**config.mk**
```make
export PLATFORM = sky130hd
export DESIGN_NAME = ofdm_cp_strip
export DESIGN_NICKNAME = d
export VERILOG_FILES = /design/src/rtl/ofdm_pkg.sv /design/src/rtl/ofdm_len_regs.sv /design/src/rtl/ofdm_cp_strip.sv
export SDC_FILE = /design/constraint.sdc
export NUM_CORES = 1
export LEC_CHECK = 0
export CORE_ASPECT_RATIO = 0.75
export CORE_UTILIZATION = 40
export CTS_CLUSTER_DIAMETER = 40
export CTS_CLUSTER_SIZE = 10
export DETAILED_ROUTE_END_ITERATION = 8
export PLACE_DENSITY = 0.68
export SLEW_MARGIN = 20
export SYNTH_ARGS = -nofsm -noshare
export SYNTH_HDL_FRONTEND = slang
export SYNTH_HIERARCHICAL = 1
export SYNTH_SLANG_ARGS = --single-unit
export TNS_END_PERCENT = 5
```
**constraint.sdc**
```tcl
create_clock -name clk -period 4.83 [get_ports clk]
set_input_delay 1.2075 -clock clk [delete_from_list [all_inputs] [get_ports clk]]
set_output_delay 1.2075 -clock clk [all_outputs]
set_load 0.1 [all_outputs]
```
**src/rtl/ofdm_pkg.sv**
```systemverilog
// Shared definitions for the OFDM receive chain: FSM state codes, the
// 802.11a default lengths and the settings-register offsets.
package ofdm_pkg;

    // CP-strip FSM state codes
    localparam logic [1:0] ST_CP   = 2'd0;
    localparam logic [1:0] ST_DATA = 2'd1;
    localparam logic [1:0] ST_PAD  = 2'd2;

    // Power-up lengths (802.11a: 16-sample CP, 64-point FFT)
    localparam int DEF_CP_LEN  = 16;
    localparam int DEF_FFT_LEN = 64;

    // Settings-bus offset of the packed {cp_len, fft_len} register
    localparam int SR_CP_STRIP_LEN = 0;

endpackage

```
**src/rtl/ofdm_len_regs.sv**
```systemverilog
// Settings decode and length registers for the CP stripper.
// Staged lengths follow settings writes immediately. Active lengths copy the
// staged ones on load_i (symbol start) or clear_i. While load_i is high the
// outputs show the staged values, so a symbol starting this very cycle
// already uses the new lengths.
module ofdm_len_regs
    import ofdm_pkg::*;
#(
    parameter int BASE         = 0,
    parameter int MAX_LEN_LOG2 = 10
) (
    input  logic                    clk,
    input  logic                    reset_i,
    input  logic                    clear_i,
    input  logic                    set_stb_i,
    input  logic [7:0]              set_addr_i,
    input  logic [31:0]             set_data_i,
    input  logic                    load_i,
    output logic [MAX_LEN_LOG2-1:0] cp_len_o,
    output logic [MAX_LEN_LOG2-1:0] fft_len_o
);

    localparam int              W        = MAX_LEN_LOG2;
    localparam logic [7:0]      LEN_ADDR = 8'(BASE + SR_CP_STRIP_LEN);
    localparam logic [15:0]     MAX_V    = 16'((1 << W) - 1);
    localparam logic [W-1:0]    DEF_CP   = W'(DEF_CP_LEN);
    localparam logic [W-1:0]    DEF_FFT  = W'(DEF_FFT_LEN);
    localparam logic [W-1:0]    MIN_FFT  = W'(2);

    // Saturate a 16-bit length field to the counter range
    function automatic logic [W-1:0] sat_len(input logic [15:0] v);
        if (v > MAX_V) begin
            return MAX_V[W-1:0];
        end else begin
            return v[W-1:0];
        end
    endfunction

    logic [W-1:0] cp_stage_q, fft_stage_q;
    logic [W-1:0] cp_act_q, fft_act_q;
    logic         wr_s;
    logic [W-1:0] cp_new_s, fft_new_s;

    assign wr_s = set_stb_i && (set_addr_i == LEN_ADDR);

    // Decode the written lengths; an FFT shorter than 2 cannot frame a symbol
    always_comb begin
        cp_new_s  = sat_len(set_data_i[31:16]);
        fft_new_s = sat_len(set_data_i[15:0]);
        if (fft_new_s < MIN_FFT) begin
            fft_new_s = MIN_FFT;
        end else begin
            fft_new_s = fft_new_s;
        end
    end

    // Staged and active length registers; clear keeps the staged values
    always_ff @(posedge clk) begin
        if (reset_i) begin
            cp_stage_q  <= DEF_CP;
            fft_stage_q <= DEF_FFT;
            cp_act_q    <= DEF_CP;
            fft_act_q   <= DEF_FFT;
        end else begin
            if (wr_s) begin
                cp_stage_q  <= cp_new_s;
                fft_stage_q <= fft_new_s;
            end
            if (clear_i || load_i) begin
                cp_act_q  <= cp_stage_q;
                fft_act_q <= fft_stage_q;
            end
        end
    end

    assign cp_len_o  = load_i ? cp_stage_q  : cp_act_q;
    assign fft_len_o = load_i ? fft_stage_q : fft_act_q;

endmodule

```
**src/rtl/ofdm_cp_strip.sv**
```systemverilog
// Cyclic-prefix stripper: drops CP_LEN samples at the start of each symbol,
// forwards FFT_LEN data samples with o_tlast on the last one, and zero-pads a
// symbol cut short by the end of the frame.
// Optional feature macro: OFDM_CP_STRIP_EOB_EN adds o_teob, flagging the last
// symbol of each frame.
module ofdm_cp_strip
    import ofdm_pkg::*;
#(
    parameter int BASE         = 0,
    parameter int WIDTH        = 32,
    parameter int MAX_LEN_LOG2 = 10
) (
    input  logic             clk,
    input  logic             reset,
    input  logic             clear,
    input  logic             set_stb,
    input  logic [7:0]       set_addr,
    input  logic [31:0]      set_data,
    input  logic [WIDTH-1:0] i_tdata,
    input  logic             i_tlast,
    input  logic             i_tvalid,
    output logic             i_tready,
    output logic [WIDTH-1:0] o_tdata,
    output logic             o_tlast,
    output logic             o_tvalid,
`ifdef OFDM_CP_STRIP_EOB_EN
    output logic             o_teob,
`endif
    input  logic             o_tready
);

    localparam int           W    = MAX_LEN_LOG2;
    localparam logic [W-1:0] ZERO = {W{1'b0}};
    localparam logic [W-1:0] ONE  = W'(1);

    logic [1:0]       state_q, state_d;
    logic [W-1:0]     cnt_q, cnt_d;
    logic [WIDTH-1:0] tdata_q, tdata_d;
    logic             tlast_q, tlast_d;
    logic             tvalid_q, tvalid_d;
    logic             teob_q, teob_d;
    logic [W-1:0]     cp_len_s, fft_len_s;
    logic             ld_s, load_len_s, in_data_s, fft_last_s, cp_last_s;

    assign load_len_s = (state_q == ST_CP) && (cnt_q == ZERO);

    ofdm_len_regs #(
        .BASE         (BASE),
        .MAX_LEN_LOG2 (MAX_LEN_LOG2)
    ) u_len_regs (
        .clk        (clk),
        .reset_i    (reset),
        .clear_i    (clear),
        .set_stb_i  (set_stb),
        .set_addr_i (set_addr),
        .set_data_i (set_data),
        .load_i     (load_len_s),
        .cp_len_o   (cp_len_s),
        .fft_len_o  (fft_len_s)
    );

    // With a zero-length CP the symbol-start cycle already carries data
    assign in_data_s  = (state_q == ST_DATA) || (load_len_s && (cp_len_s == ZERO));
    assign ld_s       = ~tvalid_q | o_tready;
    assign fft_last_s = (cnt_q == (fft_len_s - ONE));
    assign cp_last_s  = (cnt_q == (cp_len_s - ONE));

    // Input ready: always in CP, only when the output register can load in DATA
    always_comb begin
        i_tready = 1'b0;
        if (in_data_s) begin
            i_tready = ld_s;
        end else if (state_q == ST_CP) begin
            i_tready = 1'b1;
        end else begin
            i_tready = 1'b0;
        end
    end

    // Next-state, counter and output-register logic
    always_comb begin
        state_d  = state_q;
        cnt_d    = cnt_q;
        tdata_d  = tdata_q;
        tlast_d  = tlast_q;
        teob_d   = teob_q;
        tvalid_d = ld_s ? 1'b0 : tvalid_q;
        if (in_data_s) begin
            if (i_tvalid && ld_s) begin
                tdata_d  = i_tdata;
                tlast_d  = fft_last_s;
                teob_d   = fft_last_s && i_tlast;
                tvalid_d = 1'b1;
                if (fft_last_s) begin
                    state_d = ST_CP;
                    cnt_d   = ZERO;
                end else if (i_tlast) begin
                    state_d = ST_PAD;
                    cnt_d   = cnt_q + ONE;
                end else begin
                    state_d = ST_DATA;
                    cnt_d   = cnt_q + ONE;
                end
            end else begin
                state_d = state_q;
            end
        end else begin
            case (state_q)
                ST_CP: begin
                    if (i_tvalid) begin
                        if (i_tlast) begin
                            state_d = ST_CP;
                            cnt_d   = ZERO;
                        end else if (cp_last_s) begin
                            state_d = ST_DATA;
                            cnt_d   = ZERO;
                        end else begin
                            cnt_d   = cnt_q + ONE;
                        end
                    end else begin
                        cnt_d = cnt_q;
                    end
                end
                ST_PAD: begin
                    if (ld_s) begin
                        tdata_d  = {WIDTH{1'b0}};
                        tlast_d  = fft_last_s;
                        teob_d   = fft_last_s;
                        tvalid_d = 1'b1;
                        if (fft_last_s) begin
                            state_d = ST_CP;
                            cnt_d   = ZERO;
                        end else begin
                            cnt_d   = cnt_q + ONE;
                        end
                    end else begin
                        cnt_d = cnt_q;
                    end
                end
                default: begin
                    state_d = ST_CP;
                    cnt_d   = ZERO;
                end
            endcase
        end
    end

    // State and output registers; reset and clear both drop any partial symbol
    always_ff @(posedge clk) begin
        if (reset || clear) begin
            state_q  <= ST_CP;
            cnt_q    <= ZERO;
            tdata_q  <= {WIDTH{1'b0}};
            tlast_q  <= 1'b0;
            tvalid_q <= 1'b0;
            teob_q   <= 1'b0;
        end else begin
            state_q  <= state_d;
            cnt_q    <= cnt_d;
            tdata_q  <= tdata_d;
            tlast_q  <= tlast_d;
            tvalid_q <= tvalid_d;
            teob_q   <= teob_d;
        end
    end

    assign o_tdata  = tdata_q;
    assign o_tlast  = tlast_q;
    assign o_tvalid = tvalid_q;
`ifdef OFDM_CP_STRIP_EOB_EN
    assign o_teob   = teob_q;
`else
    logic unused_teob_s;
    assign unused_teob_s = teob_q;
`endif

endmodule

```
==> results of run 1 <==
==> area by class of cell <==
class	instances	area, sq um	area share, %
clock buffer	14	264.0	4.393
clock inverter	1	5.005	0.08328
inverter	13	48.80	0.8120
multi-input combinational	378	2594	43.16
sequential	86	1722	28.65
tap	140	175.2	2.915
timing repair buffer	121	1201	19.99
==> logic make-up after synthesis <==
logic type / after synthesis / synth area share, %
buffers and inverters: 50 / 6.209
AOI/OAI and AO/OA: 118 / 22.18
adders and majority gates: 4 / 1.094
and+or+nand+nor: 208 / 22.57
DFF: 86 / 37.64
xor gates and xnor gates: 27 / 5.169
muxes: 21 / 5.142
==> worst max-delay path, stage by stage, from the launching register on <==
cell and delay [ns]:
dfxtp_1 0.40, inv_1 0.14, ha_1 0.16, nor2b_1 0.16
nand3_1 0.21, nor2_1 0.16, buf_4 0.30, mux2_2 0.44
nor4_4 0.35, nand4b_2 0.20, o21ai_2 0.23, a21oi_2 0.11
buf_12 0.18
==> per-layer routing <==
| metal | share of wire, % | vias to the layer above | global-route usage [%] | wire (um) |
|---|---|---|---|---|
| met5 | 0 | - | 0 | 0 |
| met4 | 1.1 | 0 | 6.199 | 129 |
| met3 | 4.5 | 13 | 4.363 | 520 |
| met2 | 46 | 70 | 31.11 | 5270 |
| met1 | 48 | 1953 | 27.16 | 5556 |
| li1 | - | 2042 | - | - |
==> power breakdown <==
group	switching (W)	internal [W]	total, W
clock network	0.000258	0.000373	0.000631
registers	0.00000265	0.000712	0.000715
logic	0.0000643	0.0000750	0.000139
==> cell usage after synthesis (3+ instances only) <==
cell type   n
a22oi_2    30
nor4_1      8
a31oi_1     3
buf_6       3
and3_1      7
nor2_1     69
nand3b_1    3
buf_1       3
xnor2_1    10
a22oi_1     3
xor2_1     17
clkbuf_1   18
a211oi_2    7
inv_1      13
buf_12      3
nor2b_1     6
buf_2       5
o22ai_1    10
o32ai_1     3
o211ai_1    4
mux2_2     20
o21a_1      3
ha_1        4
nand4_1     8
dfxtp_1    86
nor3_1     31
buf_4       5
a21oi_1    24
o21ai_0     6
nand3_1     7
nand2_1    49
==> worst min path at each step <==
stage | start | end | slack (ns) | depth (start not counted)
final | u_len_regs/fft_act_q[7] | u_len_regs/fft_act_q[7] | 0.45 | 2
after global routing | u_len_regs/cp_act_q[0] | u_len_regs/cp_act_q[0] | 0.47 | 2
after CTS | u_len_regs/cp_act_q[7] | u_len_regs/cp_act_q[7] | 0.45 | 2
after detailed placement | u_len_regs/cp_act_q[7] | u_len_regs/cp_act_q[7] | 0.44 | 2
after global placement | u_len_regs/fft_act_q[7] | u_len_regs/fft_act_q[7] | 0.44 | 2
after floorplan | u_len_regs/cp_act_q[0] | u_len_regs/cp_act_q[0] | 0.43 | 2
==> flip-flops by register name, indices dropped and copies added, names as in the netlist, named ones only <==
signal	count
cnt_q	10
o_tdata	32
o_tlast	1
state_q	2
u_len_regs/cp_act_q	10
u_len_regs/cp_stage_q	10
u_len_regs/fft_act_q	10
u_len_regs/fft_stage_q	10
==> timing repair <==
action	CTS	global route
endpoints found under the hold margin	0	0
resized for setup	1	3
setup endpoints to repair	1	1
pin swaps	0	0
setup buffers	0	0
==> through the flow <==
stage / hold WS [ns] / util, % / power [W] / cell area, sq um
3_5_place_dp: 0.4446 / 51.91 / 0.0008688 / 5723
6_report: 0.4513 / 54.51 / 0.001485 / 6010
5_1_grt: 0.4723 / 54.51 / 0.001540 / 6010
4_1_cts: 0.4526 / 54.40 / 0.001503 / 5997
2_1_floorplan: 0.4294 / - / 0.0007904 / 4578
3_3_place_gp: 0.4376 / 51.89 / 0.0008660 / 5720
==> flow_summary.toml, run 1 <==
[outcome]
status = "finished, violations left"
failed_checks = "design-rule violations"

[power_and_ir_drop]
leakage_nw = 2.080
pwr_density_cell_nw_per_um2 = 247.1
ir_drop_mv = 0.1832

[die]
start_util_pct = 41.49
ios = 114
core_area_sq_um = 11020
die_h_um = 94.61
core.rowCount = 33
die_x_um = 125.5
die_area_sq_um = 11870

[worst_setup_path]
crit_end = "i_tready"
reg2reg_from = "cnt_q[0]"
worstPathRequired_ns = 3.62
r2r_cells = 16
start_kind = "register"
worstSetupEndpointType = "output pin"
cp.arrival_ns = 3.40
crit_path_max_fanout = 22
crit_path_start = "cnt_q[0]"
worst_r2r_endpoint = "cnt_q[0]"
r2r_slack_ns = 0.53
crit_type = "register to output pin"

[placement]
hpwl_mm = 8.642
gp_congestion = 0.8761
dp.cells = 738
preCtsSetupSlack_ns = 0.3819
io_buffers = 113

[synthesis]
synth_top_area_share_pct = 37.64
synth_area_sq_um = 4574
yosysSeqAreaShare_pct = 37.64
yosys_warnings = 6
synthesis.instances = 514
synth-seq-cells = 86
yosysTopAreaCell = "dfxtp_1"
post_synth.cell_area_avg_sq_um = 8.900
async_reset_ff_share_pct = 0
synth_area_leaders = "dfxtp_1 38%, a22oi_2 8.2%, nor2_1 5.7%"
syn-num-nets = 597
synth_edf_count = 0
synth_ff_type = "dfxtp_1"
synth_cell_types = 65

[routing]
drc = 1
drtPass1Iterations = 7
viasPerCell = 5.416
dr_total_vias = 4078
first_iter_violations = 262
wl_per_cell_um = 15.24
antenna_left = 0
wirelength_mm = 11.48

[final_layout]
stdcell_count = 753
drive_above_1_share_pct = 15.82
final_cell_mix = "112 x clkdlybuf4s50_1, 86 x dfxtp_1, 68 x nor2_1"
final_common_cell = "clkdlybuf4s50_1"
nets = 692
diodes = 0
areaGrowthSynthToFinish_pct = 31.37
fill_cells = 976

[clocking]
cts_made_buffers = 9
cts.sinks = 86
cts_tree = "done"
holdBufCountCts = 0
clkTransAtPathRegs_ns = 0.06
h-tree-depth = 3
cts_buffer_depth = 2
clkLatencyLatePin_ns = 0.34
cts_root_buf = "clkbuf_16"

[timing]
slew_violations = 0
timing.final.ws_setup_ns = 0.2213
fin_tns_setup_ns = 0
rsz0062_at_grt = "no"
period_needed_ns = 4.609
period_share_pct = 95.42
worstMarginPinSlew_ns = 0.9955
setup_viol = 0
finalClockSkew_ns = 0.004546
fmax_ghz = 0.2170
hold_viol_final = 0
slew-limit-headroom_pct = 33.42

[global_route]
grt_antenna_before_repair = 0
track_usage_pct = 19.84
grt_start_max_net_pins = 43
grt_pass1_wl_mm = 18.93
grt_overflow_total = 0
grt_pass1_vias = 3858

[worst_hold_path]
hold_path.class = "register to register"

[job]
maxCapViolCount = 0
Note: power is estimated with default switching activity, not from simulation.
==> run 2, diff against run 1 <==
--- a/config.mk
+++ b/config.mk
@@ -6,11 +6,11 @@
 export NUM_CORES = 1
 export LEC_CHECK = 0
 export CORE_ASPECT_RATIO = 0.75
-export CORE_UTILIZATION = 40
+export CORE_UTILIZATION = 50
 export CTS_CLUSTER_DIAMETER = 40
 export CTS_CLUSTER_SIZE = 10
 export DETAILED_ROUTE_END_ITERATION = 8
-export PLACE_DENSITY = 0.68
+export PLACE_DENSITY = 0.82
 export SLEW_MARGIN = 20
 export SYNTH_ARGS = -nofsm -noshare
 export SYNTH_HDL_FRONTEND = slang
==> run 2 against run 1 <==
Effect of this change:
- the run now ends clean
- non-clock buffer count unchanged
- setup slack better by 0.069 ns
- first-iteration DRC count grew 20%
- via count up 1.3%
- sequential share of layout area decreased by 0.060 points
- hold slack better by 0.0036 ns
- register-to-register slack improved by 0.04 ns
- critical endpoint unchanged
==> flow_summary.toml, run 2 (synthesis results as in run 1) <==
[final_layout]
diodes = 0
drive_above_1_share_pct = 16.29
fin_util_pct = 69.44
final_cell_mix = "112 x clkdlybuf4s50_1, 86 x dfxtp_1, 68 x nor2_1"
largest_reg_flops = 32
nets = 692
stdcell_count = 722
final_common_cell = "clkdlybuf4s50_1"
areaGrowthSynthToFinish_pct = 31.65

[timing]
fin_tns_setup_ns = 0
worstMarginPinSlew_ns = 0.9969
hold_viol_final = 0
period_share_pct = 94.00
rsz0062_at_grt = "no"
worst_hold_slack_ns = 0.4548
setup_viol = 0
period_needed_ns = 4.540
fmax_ghz = 0.2203
slew_violations = 0
slew-limit-headroom_pct = 33.33
finalClockSkew_ns = 0.007746
timing.final.ws_setup_ns = 0.2898

[worst_setup_path]
worstSetupEndpointType = "output pin"
slowest_stage = "mux2_2"
crit_path_max_fanout = 22
crit_buf_inv = 3
cp.arrival_ns = 3.33
max_stage_delay_ns = 0.43
path_delay_family = "simple AND/OR/NAND/NOR gates"
crit_type = "register to output pin"
r2r_cells = 16
worstPathRequired_ns = 3.62
cp_cell_sequence = "inv_1, ha_1, nor2b_1, nand3_1, nor2_1, buf_6, mux2_2, nor4_4, nand4b_2, o21ai_2, a21oi_2, buf_12"
start_kind = "register"
crit_cells = 12

[placement]
hpwl_mm = 8.424
io_buffers = 113
dp.cells = 706
gp_congestion = 0.8574
preCtsSetupSlack_ns = 0.5204

[routing]
viasPerCell = 5.719
drtPass1Iterations = 4
antenna_left = 0
wl_per_cell_um = 15.99
first_iter_violations = 315
dr_total_vias = 4129
wirelength_mm = 11.54
drc = 0

[worst_hold_path]
hold_path.class = "register to register"
hold_depth = 2

[global_route]
met3_usage_pct = 4.929
track_usage_pct = 25.06
grt_pass1_wl_mm = 19.17
grt_start_max_net_pins = 43
grt_overflow_total = 0
grt_pass1_vias = 3954
use_met1_pct = 34.32
grt_antenna_before_repair = 0
use_met2_pct = 40.60
top_usage_layer = "met2"

[die]
die_x_um = 112.4
die_area_sq_um = 9539
core_area_sq_um = 8672
ios = 114
start_util_pct = 52.75
die_h_um = 84.84
core.rowCount = 29

[clocking]
cts_buffer_depth = 2
cts_made_buffers = 9
clkLatencyLatePin_ns = 0.34
cts_tree = "done"
cts_root_buf = "clkbuf_16"
clkTransAtPathRegs_ns = 0.06
h-tree-depth = 3
cts.sinks = 86
holdBufCountCts = 0

[power_and_ir_drop]
net-switching-power_w = 0.0003464
p_sw_share_pct = 21.67
pwr_density_cell_nw_per_um2 = 265.4
p_int_w = 0.001252
leakage_nw = 2.102
pwr-share-comb_pct = 8.7
clkPwrFrac_pct = 46.6
ir_drop_mv = 0.1791
power_frac_seq_pct = 44.7

[job]
maxCapViolCount = 0

[outcome]
status = "complete, no violations"
-- run 2: cell count changes in the layout (fill, tap and decap cells not counted) --
cell	previous run	this run
clkinv_2	1	2
clkbuf_8	2	1
bufinv_16	0	2
nor4_2	2	1
nor4_1	7	8
clkinvlp_4	0	2
buf_6	0	1
buf_4	8	7
clkbuf_1	3	0
-- run 2: final timing paths --
check | from | endpoint | slack [ns]
worst max register to register | cnt_q[0] | cnt_q[2] | 0.57
worst max-delay path | cnt_q[0] | i_tready | 0.29
worst min-delay path | u_len_regs/fft_act_q[0] | u_len_regs/fft_act_q[0] | 0.45
worst min register to register | u_len_regs/fft_act_q[0] | u_len_regs/fft_act_q[0] | 0.45
-- run 2: final cells by class --
cell class | count | area (sq um)
clock inverters | 6 | 85.08
inverters | 13 | 48.80
fillers | 669 | 2650
multi-input cells | 378 | 2587
flip-flops and latches | 86 | 1722
repair buffers | 121 | 1205
well taps | 108 | 135.1
clock buffers | 10 | 239.0
-- run 2: power by group through the flow --
stage                     Clock, W  Combinational, W  Sequential (W)
final                     0.000744          0.000140        0.000714
after global routing      0.000789          0.000149        0.000714
after CTS                 0.000755          0.000139        0.000714
after detailed placement         0          0.000138        0.000730
after global placement           0          0.000135        0.000730
after floorplan                  0         0.0000533        0.000737
-- run 2: worst min-delay path, stage by stage, from the launching register on --
cell,delay [ns]
dfxtp_1,0.31
nand2_1,0.05
a21oi_1,0.05
-- run 2: through the flow --
step | power [W] | area [sq um]
floorplan | 0.0007904 | 4578
global placement | 0.0008654 | 5680
detailed placement | 0.0008682 | 5683
CTS | 0.001608 | 6007
global route | 0.001652 | 6022
finish | 0.001598 | 6022
-- run 2: what timing repair did --
item                                    4_1_cts  5_1_grt
endpoints found under the setup margin        0        1
gates resized for setup                       0        4
setup buffers                                 0        0
-- run 2: routing by layer --
layer  share of wire [%]  wire, um
met5                   0         0
met4                 1.2       136
met3                 4.3       497
met2                  47      5462
met1                  47      5445
==> run 3, diff against run 2 <==
--- a/config.mk
+++ b/config.mk
@@ -5,6 +5,7 @@
 export SDC_FILE = /design/constraint.sdc
 export NUM_CORES = 1
 export LEC_CHECK = 0
+export CAP_MARGIN = 20
 export CORE_ASPECT_RATIO = 0.75
 export CORE_UTILIZATION = 50
 export CTS_CLUSTER_DIAMETER = 40
==> results of run 3 <==
The final DEF is identical to that of run 2; final timing and power are the same.
